<file path="config.mk">
export PLATFORM = sky130hd
export DESIGN_NAME = mpt_check_stage
export DESIGN_NICKNAME = d
export VERILOG_FILES = /design/src/rtl/mpt_check_stage.sv
export SDC_FILE = /design/constraint.sdc
export NUM_CORES = 1
export LEC_CHECK = 0
export CAP_MARGIN = 20
export CORE_MARGIN = 2
export CORE_UTILIZATION = 46
export CTS_CLUSTER_SIZE = 30
export DETAILED_ROUTE_END_ITERATION = 8
export GPL_TIMING_DRIVEN = 0
export PLACE_DENSITY = 0.85
export SLEW_MARGIN = 10
export SYNTH_ARGS = -nofsm -noshare
export SYNTH_HDL_FRONTEND = slang
export SYNTH_SLANG_ARGS = --single-unit
export TNS_END_PERCENT = 1
</file>
<file path="constraint.sdc">
create_clock -name clk_i -period 3.8 [get_ports clk_i]
set_clock_uncertainty 0.05 [all_clocks]
set_input_delay 0.38 -clock clk_i [delete_from_list [all_inputs] [get_ports clk_i]]
set_output_delay 0.38 -clock clk_i [all_outputs]
set_load 0.05 [all_outputs]
</file>
<file path="src/rtl/mpt_check_stage.sv">
// mpt_check_stage
//   Permission-check stage behind the memory-protection-table walker. Each
//   walked transaction carries its access type, a walk-fault flag, the leaf
//   MPTE and the physical address. The stage selects the permission nibble
//   for the address, resolves a grant/deny cause, writes the grant bit and
//   forwards the transaction through a single output register (1-cycle
//   latency, full throughput). Denied transactions raise a one-cycle fault
//   pulse, bump a saturating fault counter and may be captured as the first
//   fault.
//
// Ports
//   clk_i, rst_i                 clock, synchronous active-high reset
//   stage_slave_valid_i/ready_o  upstream handshake
//   stage_slave_data_i           walked transaction
//   stage_master_valid_o/ready_i downstream handshake
//   stage_master_data_o          checked transaction (bit[3] = grant)
//   fault_valid_o, fault_cause_o pulse + cause for each denied transaction
//   fault_count_o                saturating count of denied transactions
//   first_fault_valid_o/addr_o/cause_o  sticky first-fault capture
//   clear_i                      clears the counter and first-fault capture
//
// Data layout: [1:0] access type (00 R, 01 W, 10 X, 11 reserved),
//   [2] walk fault, [3] grant, [67:4] leaf MPTE, [68 +: PA_WIDTH] PA.
// Cause: 00 grant, 01 walk fault, 10 invalid nibble, 11 permission denied.
module mpt_check_stage #(
  parameter int PIPELINE_DATA_WIDTH = 124,
  parameter int PA_WIDTH            = 56,
  parameter int FAULT_COUNT_WIDTH   = 16
) (
  input  logic                           clk_i,
  input  logic                           rst_i,
  input  logic                           stage_slave_valid_i,
  output logic                           stage_slave_ready_o,
  input  logic [PIPELINE_DATA_WIDTH-1:0] stage_slave_data_i,
  output logic                           stage_master_valid_o,
  input  logic                           stage_master_ready_i,
  output logic [PIPELINE_DATA_WIDTH-1:0] stage_master_data_o,
  output logic                           fault_valid_o,
  output logic [1:0]                     fault_cause_o,
  output logic [FAULT_COUNT_WIDTH-1:0]   fault_count_o,
  output logic                           first_fault_valid_o,
  output logic [PA_WIDTH-1:0]            first_fault_addr_o,
  output logic [1:0]                     first_fault_cause_o,
  input  logic                           clear_i
);

  localparam int PA_LSB = 68;

  // The nibble select uses PA[15:12], so the address must be at least 16 bits.
  if ((PIPELINE_DATA_WIDTH < PA_LSB + PA_WIDTH) || (PA_WIDTH < 16)) begin : g_bad_params
    $error("mpt_check_stage: PIPELINE_DATA_WIDTH must be >= 68 + PA_WIDTH and PA_WIDTH >= 16");
  end

  // Field decode
  logic [1:0]          acc_type;
  logic                walk_fault;
  logic [63:0]         leaf;
  logic [PA_WIDTH-1:0] pa;
  logic [3:0]          perm;
  logic                perm_ok;
  logic [1:0]          cause;

  assign acc_type   = stage_slave_data_i[1:0];
  assign walk_fault = stage_slave_data_i[2];
  assign leaf       = stage_slave_data_i[67:4];
  assign pa         = stage_slave_data_i[PA_LSB +: PA_WIDTH];
  // Nibble index PA[15:12] scaled by 4 to get the bit offset in the leaf.
  assign perm       = leaf[{pa[15:12], 2'b00} +: 4];

  always_comb begin
    perm_ok = 1'b0;
    case (acc_type)
      2'b00:   perm_ok = perm[0];
      2'b01:   perm_ok = perm[1];
      2'b10:   perm_ok = perm[2];
      default: perm_ok = 1'b0; // reserved access type never grants
    endcase
  end

  always_comb begin
    if (walk_fault)     cause = 2'b01;
    else if (!perm[3])  cause = 2'b10;
    else if (!perm_ok)  cause = 2'b11;
    else                cause = 2'b00;
  end

  // Handshake
  logic master_valid_q, master_valid_d;
  logic [PIPELINE_DATA_WIDTH-1:0] master_data_q, master_data_d;
  logic slave_fire, master_fire, denied_fire;

  assign stage_slave_ready_o = !rst_i && (!master_valid_q || stage_master_ready_i);
  assign slave_fire          = stage_slave_valid_i && stage_slave_ready_o;
  assign master_fire         = master_valid_q && stage_master_ready_i;
  assign denied_fire         = slave_fire && (cause != 2'b00);

  // Fault reporting state
  logic                         fault_valid_q, fault_valid_d;
  logic [1:0]                   fault_cause_q, fault_cause_d;
  logic [FAULT_COUNT_WIDTH-1:0] fault_count_q, fault_count_d, count_base;
  logic                         ff_valid_q, ff_valid_d, ff_valid_base;
  logic [PA_WIDTH-1:0]          ff_addr_q, ff_addr_d;
  logic [1:0]                   ff_cause_q, ff_cause_d;

  always_comb begin
    master_valid_d = master_valid_q;
    master_data_d  = master_data_q;
    if (slave_fire) begin
      master_valid_d   = 1'b1;
      master_data_d    = stage_slave_data_i;
      master_data_d[3] = (cause == 2'b00);
    end else if (master_fire) begin
      master_valid_d = 1'b0;
    end

    // The pulse lines up with the first cycle the denied transaction is
    // presented, because both are loaded on the same slave fire.
    fault_valid_d = denied_fire;
    fault_cause_d = denied_fire ? cause : 2'b00;

    // Clear takes effect before a coincident denial is counted/captured.
    count_base    = clear_i ? '0 : fault_count_q;
    fault_count_d = count_base;
    if (denied_fire && (count_base != '1))
      fault_count_d = count_base + {{(FAULT_COUNT_WIDTH-1){1'b0}}, 1'b1};

    ff_valid_base = clear_i ? 1'b0 : ff_valid_q;
    ff_valid_d    = ff_valid_base;
    ff_addr_d     = ff_addr_q;
    ff_cause_d    = ff_cause_q;
    if (denied_fire && !ff_valid_base) begin
      ff_valid_d = 1'b1;
      ff_addr_d  = pa;
      ff_cause_d = cause;
    end
  end

  always_ff @(posedge clk_i) begin
    if (rst_i) begin
      master_valid_q <= 1'b0;
      master_data_q  <= '0;
      fault_valid_q  <= 1'b0;
      fault_cause_q  <= 2'b00;
      fault_count_q  <= '0;
      ff_valid_q     <= 1'b0;
      ff_addr_q      <= '0;
      ff_cause_q     <= 2'b00;
    end else begin
      master_valid_q <= master_valid_d;
      master_data_q  <= master_data_d;
      fault_valid_q  <= fault_valid_d;
      fault_cause_q  <= fault_cause_d;
      fault_count_q  <= fault_count_d;
      ff_valid_q     <= ff_valid_d;
      ff_addr_q      <= ff_addr_d;
      ff_cause_q     <= ff_cause_d;
    end
  end

  assign stage_master_valid_o = master_valid_q;
  assign stage_master_data_o  = master_data_q;
  assign fault_valid_o        = fault_valid_q;
  assign fault_cause_o        = fault_cause_q;
  assign fault_count_o        = fault_count_q;
  assign first_fault_valid_o  = ff_valid_q;
  assign first_fault_addr_o   = ff_addr_q;
  assign first_fault_cause_o  = ff_cause_q;

endmodule

</file>
==> results by group, run 1 <==
Timing
  • Unrepaired setup endpoints after global routing: no
  • Hold Slack: 0.325 ns
  • Worst-Margin Slew: 0.745 ns
  • Clock period minus worst slack: 3.16 ns
  • Final Slew Violations: 0
  • TNS Setup: 0 ns
  • Fmax: 317 MHz
  • Final setup vio count: 0
  • Final Hold Viols: 0
  • Fin crit share: 0.831
  • Slew margin rel.: 0.503

Synth
  • Unique masters post-synth: 42
  • Post-Syn Area per Cell: 8.19 um^2
  • Mux contribution to synthesized area: 0.0606
  • Top_reg_cell synth: dfxtp_1
  • Synth Instances: 973
  • Asr flop ratio synth: 0
  • Synth Register Bits: 203
  • Synth Area in Compound Gates: 0.0994
  • Seq/Total Area, Yosys: 0.510
  • Cell area after synthesis: 7970 um^2
  • Synth Area in XOR/XNOR: 0
  • Syn Nets: 1,103
  • Synth Warn #: 0
  • Post-synth EDFFs: 0
  • Main combinational cell family by area after synthesis: simple AND/OR/NAND/NOR gates
  • Post-Synth Adder-Cell Area: 0.00157
  • Synth Area in Simple Gates: 0.283

Worst setup path
  • Worst path required time: 4.15 ns
  • Reg-to-Reg End: first_fault_addr_o[45]$_SDFFE_PP0P_
  • FF-to-FF setup slack: 1.12 ns
  • CP endpoint kind: register
  • Peak fanout along the critical path: 10
  • CP Launch Type: input pin
  • Data arrival time of the critical path: 3.50 ns
  • Crit path kind: in2reg
  • Crit Reg-Reg Startpoint: stage_master_valid_o$_SDFFE_PP0P_
  • Worst R2R Path Depth: 8

Die
  • Starting Density: 0.466
  • Die Wd: 136 um
  • Die area: 18,400 um^2
  • Core ar.: 17,100 um^2
  • Die H: 136 um
  • Io pins: 333
  • Site Rows: 48

Run status
  • Outcome: finished, final reports clean

Pwr
  • Seq pwr share: 0.395
  • P_int: 4.10 mW
  • Pwr dens: 480 nW/um^2
  • Sw frac: 0.305
  • P_sw: 1.80 mW
  • Clock network fraction of design power: 0.385
  • Peak VDD IR: 0.362 mV
  • Combinational Power Share: 0.220
  • Static leakage power: 4.95 nW
  • Total power: 5.90 mW

Global routing
  • Tot GR Track Use: 0.311
  • Largest net degree at the start of global routing: 14
  • Initial antenna violation count: 0
  • Remaining Overflow, GRT: 0
  • Vias in the first global route: 8,455
  • First-pass GRT wire length: 45.3 mm

Flow run
  • Max Cap Viol: 0

CTS
  • CTS H-tree lvls: 1
  • Post-CTS setup buffer count: 0
  • Max Buffers Root-to-Sink: 3
  • TritonCTS Sinks: 203
  • CTS Buf Count: 22
  • Clk root buf: clkbuf_16
  • Post-CTS Hold Buffers: 0
  • Post-CTS Resized: 0
  • CTS tree: done
  • Clk Latency, worst-skew pair: 0.50 ns
  • Worst-path clk slew: 0.06 ns

Detailed routing
  • Vias: 8,634
  • Routed len/inst: 19.0 um
  • Post-route ant nets: 0
  • DRC Markers: 0
  • DRT iter0 DRCs: 688
  • Pre-Repair DR Iteration Count: 5
  • Final WL: 29.7 mm
  • Vias/cell: 5.51

Min path
  • WHS Endpoint: first_fault_cause_o[1]$_SDFFE_PP0P_
  • Hold_sp: rst_i
  • Hold depth: 3
  • HP Class: in2reg

Layout
  • Fill cells: 1,375
  • Core Util, Final: 0.719
  • Final Net Count: 1,455
  • Synthesis-to-finish area growth: 54.4%
  • Layout cells sized above 1: 0.0470
  • N_diodes: 0
  • Final Non-Filler Cells: 1,566

Place
  • Placed Cells: 1,526
  • GP Congestion: 0.867
  • DP HPWL: 21.5 mm
  • Buffers on Ports: 328
-- per-stage QoR --
step	cell area, um^2	setup slack [ns]
floorplan	7970	0.980
global placement	11500	0.0412
detailed placement	11500	0.0660
CTS	12300	0.586
global route	12300	0.332
finish	12300	0.643
-- cell families after synthesis --
family	count (synthesis)
buf+inv	89
mux	28
simple gates	505
flops	203
compound gates	147
fa+ha+maj	1
-- synthesized netlist by cell type, types with 2 or more instances --
| library cell | n | area, um^2 |
|---|---|---|
| nor2b_1 | 8 | 50.1 |
| mux4_2 | 16 | 360 |
| nor4_1 | 2 | 12.5 |
| nor2_1 | 14 | 52.6 |
| inv_1 | 6 | 22.5 |
| or4_1 | 2 | 15.0 |
| and2_1 | 4 | 25.0 |
| nand2_1 | 255 | 957 |
| buf_2 | 5 | 25.0 |
| mux2i_1 | 10 | 100 |
| o31ai_1 | 2 | 15.0 |
| mux2_2 | 2 | 22.5 |
| a21boi_1 | 2 | 15.0 |
| nand4_1 | 7 | 43.8 |
| buf_6 | 3 | 33.8 |
| nor3_1 | 5 | 25.0 |
| nor3b_1 | 2 | 15.0 |
| dfxtp_1 | 203 | 4060 |
| buf_1 | 16 | 60.1 |
| nand3_1 | 189 | 946 |
| clkbuf_1 | 59 | 221 |
| a21oi_1 | 63 | 315 |
| a311oi_1 | 2 | 17.5 |
| a21boi_0 | 2 | 15.0 |
| o21ai_0 | 64 | 320 |
| and3_1 | 6 | 37.5 |
| nand2b_1 | 2 | 12.5 |
| o21a_1 | 2 | 15.0 |
| a21o_1 | 2 | 15.0 |
| or3_1 | 6 | 37.5 |
-- sequential cells by signal, indices dropped and copies added, names as in the netlist --
name and cells:
stage_master_valid_o 1, fault_valid_o 1, first_fault_addr_o 56, fault_cause_o 2, fault_count_o 16, first_fault_cause_o 2
stage_master_data_o 124, first_fault_valid_o 1
-- power groups by stage --
stage	Combinational (mW)	Clock (mW)	Sequential, mW
6_report	1.30	2.27	2.33
5_1_grt	1.36	2.36	2.34
4_1_cts	1.30	2.29	2.33
3_5_place_dp	1.29	0	2.37
3_3_place_gp	1.28	0	2.37
2_1_floorplan	0.295	0	2.82
-- routing by layer --
| layer | vias up | wire length (um) | track usage |
|---|---|---|---|
| met4 | 0 | 934 | 0.102 |
| met2 | 435 | 14800 | 0.550 |
| met3 | 74 | 2880 | 0.0913 |
| met1 | 4081 | 11100 | 0.361 |
| li1 | 4044 | - | - |
| met5 | - | 0 | 0 |
-- worst max-delay path, stage by stage --
cell             delay [ns]
clkdlybuf4s50_1        0.56
buf_1                  0.49
mux2i_1                0.29
nand3_1                0.10
o2111ai_1              0.15
a211oi_1               0.16
o21ai_1                0.54
buf_2                  0.33
buf_2                  0.27
nand2_1                0.09
o2bb2ai_1              0.13
-- layout make-up --
class | count | area (um^2) | share of cell area
plain buffers | 83 | 340 | 0.0277
clock buffers | 31 | 646 | 0.0525
clock inverters | 9 | 123 | 0.00997
inverters | 6 | 22.5 | 0.00183
multi-input cells | 681 | 3540 | 0.288
flip-flops and latches | 203 | 4060 | 0.330
well taps | 225 | 282 | 0.0229
repair buffers | 328 | 3280 | 0.267
-- worst max-delay path by stage --
| stage | startpoint | endpoint | slack, ns | cells after the start |
|---|---|---|---|---|
| 6_report | stage_slave_data_i[82] | first_fault_cause_o[1]$_SDFFE_PP0P_ | 0.64 | 11 |
| 5_1_grt | stage_slave_data_i[82] | first_fault_cause_o[1]$_SDFFE_PP0P_ | 0.33 | 11 |
| 4_1_cts | stage_slave_data_i[82] | first_fault_cause_o[1]$_SDFFE_PP0P_ | 0.59 | 11 |
| 3_5_place_dp | stage_slave_data_i[82] | first_fault_cause_o[1]$_SDFFE_PP0P_ | 0.07 | 11 |
| 3_3_place_gp | stage_slave_data_i[82] | first_fault_cause_o[1]$_SDFFE_PP0P_ | 0.04 | 11 |
| 2_1_floorplan | stage_master_valid_o$_SDFFE_PP0P_ | first_fault_cause_o[1]$_SDFFE_PP0P_ | 0.98 | 8 |
-- placed cells by master (no fill, tap or decap), types with 7 or more instances in the layout --
cell type / Yosys / routed
a21oi_1: 63 / 63
buf_1: 16 / 16
clkbuf_1: 59 / 63
clkbuf_16: 0 / 23
clkdlybuf4s50_1: 0 / 328
dfxtp_1: 203 / 203
mux2i_1: 10 / 10
mux4_2: 16 / 16
nand2_1: 255 / 255
nand3_1: 189 / 189
nand4_1: 7 / 7
nor2_1: 14 / 14
nor2b_1: 8 / 8
o21ai_0: 64 / 64
(Power assumes the default switching activity.)
==> run 2: changes to the inputs <==
--- a/config.mk
+++ b/config.mk
@@ -7,11 +7,11 @@
 export LEC_CHECK = 0
 export CAP_MARGIN = 20
 export CORE_MARGIN = 2
-export CORE_UTILIZATION = 46
+export CORE_UTILIZATION = 39
 export CTS_CLUSTER_SIZE = 30
 export DETAILED_ROUTE_END_ITERATION = 8
 export GPL_TIMING_DRIVEN = 0
-export PLACE_DENSITY = 0.85
+export PLACE_DENSITY = 0.77
 export SLEW_MARGIN = 10
 export SYNTH_ARGS = -nofsm -noshare
 export SYNTH_HDL_FRONTEND = slang
==> constraint.sdc (replaced) <==
create_clock -name clk_i -period 2.55 [get_ports clk_i]
set_clock_uncertainty 0.05 [all_clocks]
set_input_delay 0.255 -clock clk_i [delete_from_list [all_inputs] [get_ports clk_i]]
set_output_delay 0.255 -clock clk_i [all_outputs]
set_load 0.05 [all_outputs]
==> results by group, run 2 (synthesis results as in run 1) <==
Layout
  • Area of the multi-input gates: 3590 um^2 (+1.3%)
  • Final Net Count: 1,459 (+0.27%)
  • Layout cells sized above 1: 0.0625 (+0.0155)
  • Synthesis-to-finish area growth: 56.4%
  • N_diodes: 0 (unchanged)
  • Storage cell area: 4060 um^2 (unchanged)
  • Fill cells: 1,799 (+31%)
  • Most frequent cells in the layout: clkdlybuf4s50_1 (326), nand2_1 (255), dfxtp_1 (203)
  • Commonest non-fill, non-tap cell in the layout: clkdlybuf4s50_1
  • Max reg flops: 124 (unchanged)
  • Core Util, Final: 0.618 (-0.101)

Timing
  • Worst-Margin Slew: 0.837 ns (+0.0925 ns)
  • Fmax: 394 MHz
  • Final Slew Violations: 0 (unchanged)
  • Worst setup margin: 0.0149 ns (-0.629 ns)
  • Final setup vio count: 0 (unchanged)
  • Slew margin rel.: 0.442 (-0.0617)
  • Hold Slack: 0.115 ns (-0.211 ns)
  • Final Hold Viols: 0 (unchanged)
  • Unrepaired setup endpoints after global routing: yes
  • TNS Setup: 0 ns (unchanged)
  • Clock period minus worst slack: 2.54 ns
  • Fin crit share: 0.994

Pwr
  • Peak VDD IR: 0.520 mV (+44%)
  • Pwr dens: 709 nW/um^2 (+48%)
  • Total power: 8.84 mW (+50%)
  • Static leakage power: 5.03 nW (+1.5%)

Detailed routing
  • Routed len/inst: 18.8 um (-0.89%)
  • Pre-Repair DR Iteration Count: 5 (unchanged)
  • Final WL: 30.4 mm (+2.2%)
  • DRT iter0 DRCs: 451 (-34%)
  • Vias/cell: 5.33 (-3.4%)
  • Vias: 8,601 (-0.38%)
  • Post-route ant nets: 0 (unchanged)
  • DRC Markers: 0 (unchanged)

Min path
  • Hold depth: 3 (unchanged)
  • HP Class: in2reg

Die
  • Starting Density: 0.395 (-0.0705)
  • Die area: 21,600 um^2 (+17%)
  • Die H: 147 um (+8.3%)
  • Site Rows: 52 (+8.3%)
  • Io pins: 333 (unchanged)
  • Core ar.: 20,200 um^2 (+18%)
  • Die Wd: 147 um (+8.3%)

Place
  • GP Congestion: 0.878 (+1.3%)
  • Buffers on Ports: 328 (unchanged)
  • DP HPWL: 22.3 mm (+3.8%)
  • Pre-CTS WS: -1.18 ns (-1.25 ns)

Worst setup path
  • Crit path kind: in2reg
  • CP Launch Type: input pin
  • Worst path required time: 2.95 ns (-1.20 ns)
  • Data arrival time of the critical path: 2.93 ns (-0.57 ns)
  • Worst R2R Path Depth: 8 (unchanged)
  • Peak fanout along the critical path: 10 (unchanged)
  • CP endpoint kind: register

Global routing
  • Tot GR Track Use: 0.270 (-0.0410)
  • Initial antenna violation count: 0 (unchanged)
  • Largest net degree at the start of global routing: 14 (unchanged)
  • First-pass GRT wire length: 46.6 mm (+2.8%)
  • Vias in the first global route: 8,579 (+1.5%)
  • Remaining Overflow, GRT: 0 (unchanged)

CTS
  • CTS Buf Count: 23 (+4.5%)
  • Clk Latency, worst-skew pair: 0.51 ns (about the same)
  • CTS tree: done
  • CTS H-tree lvls: 1 (unchanged)
  • TritonCTS Sinks: 203 (unchanged)
  • Worst-path clk slew: 0.06 ns (about the same)
  • Max Buffers Root-to-Sink: 3 (unchanged)
  • Clk root buf: clkbuf_16

Run status
  • Outcome: finished, final reports clean

Flow run
  • Max Cap Viol: 0 (unchanged)
[run 2: routing by layer]
| layer | vias to the layer above | share of wire | GRT usage |
|---|---|---|---|
| met1 | 4095 | 0.38 | 0.312 |
| met2 | 385 | 0.50 | 0.486 |
| met4 | 0 | 0.031 | 0.0875 |
| met3 | 61 | 0.090 | 0.0739 |
| li1 | 4060 | - | - |
| met5 | - | 0 | 0 |
[run 2: area by class of cell]
cell class,count,area share
sequential,203,0.326
multi-input combinational,681,0.288
timing repair buffer,331,0.265
clock buffer,32,0.0513
buffer,83,0.0298
tap,270,0.0271
clock inverter,9,0.0106
inverter,6,0.00181
[run 2: worst paths after layout]
path                                                           start                                   end  slack [ns]
worst max register to register     stage_master_valid_o$_SDFFE_PP0P_   first_fault_cause_o[1]$_SDFFE_PP0P_        0.11
worst min-delay path                          stage_slave_data_i[51]  stage_master_data_o[51]$_SDFFE_PP0P_        0.11
worst max-delay path                          stage_slave_data_i[15]   first_fault_addr_o[15]$_SDFFE_PP0P_        0.01
worst min register to register  stage_master_data_o[36]$_SDFFE_PP0P_  stage_master_data_o[36]$_SDFFE_PP0P_        0.40
[run 2: critical path, stage by stage]
cell and delay (ns):
clkdlybuf4s50_1 0.44, mux4_2 0.53, mux4_2 0.54, nor2b_4 0.17
o21ai_4 0.10, buf_4 0.17, clkbuf_1 0.39, nand3_1 0.17
a21oi_1 0.15
[run 2: through the flow]
| step | instances | instance area (um^2) |
|---|---|---|
| floorplan | 973 | 7970 |
| global placement | 1571 | 11600 |
| detailed placement | 1571 | 11600 |
| CTS | 1612 | 12400 |
| global route | 1615 | 12500 |
| finish | 1615 | 12500 |
[run 2: report_power, final]
| part | total [mW] | internal, mW | switching [mW] |
|---|---|---|---|
| sequential | 3.47 | 3.37 | 0.102 |
| clock | 3.41 | 2.06 | 1.35 |
| combinational | 1.96 | 0.691 | 1.27 |
| total | 8.84 | 6.12 | 2.72 |
[run 2: timing repair]
action                                 in CTS  in global routing
endpoints found under the hold margin       0                  1
setup buffers                               0                  2
setup endpoints to repair                  77                152
gates resized for setup                    17                 16
hold buffers                                0                  1
pin swaps                                   1                  1
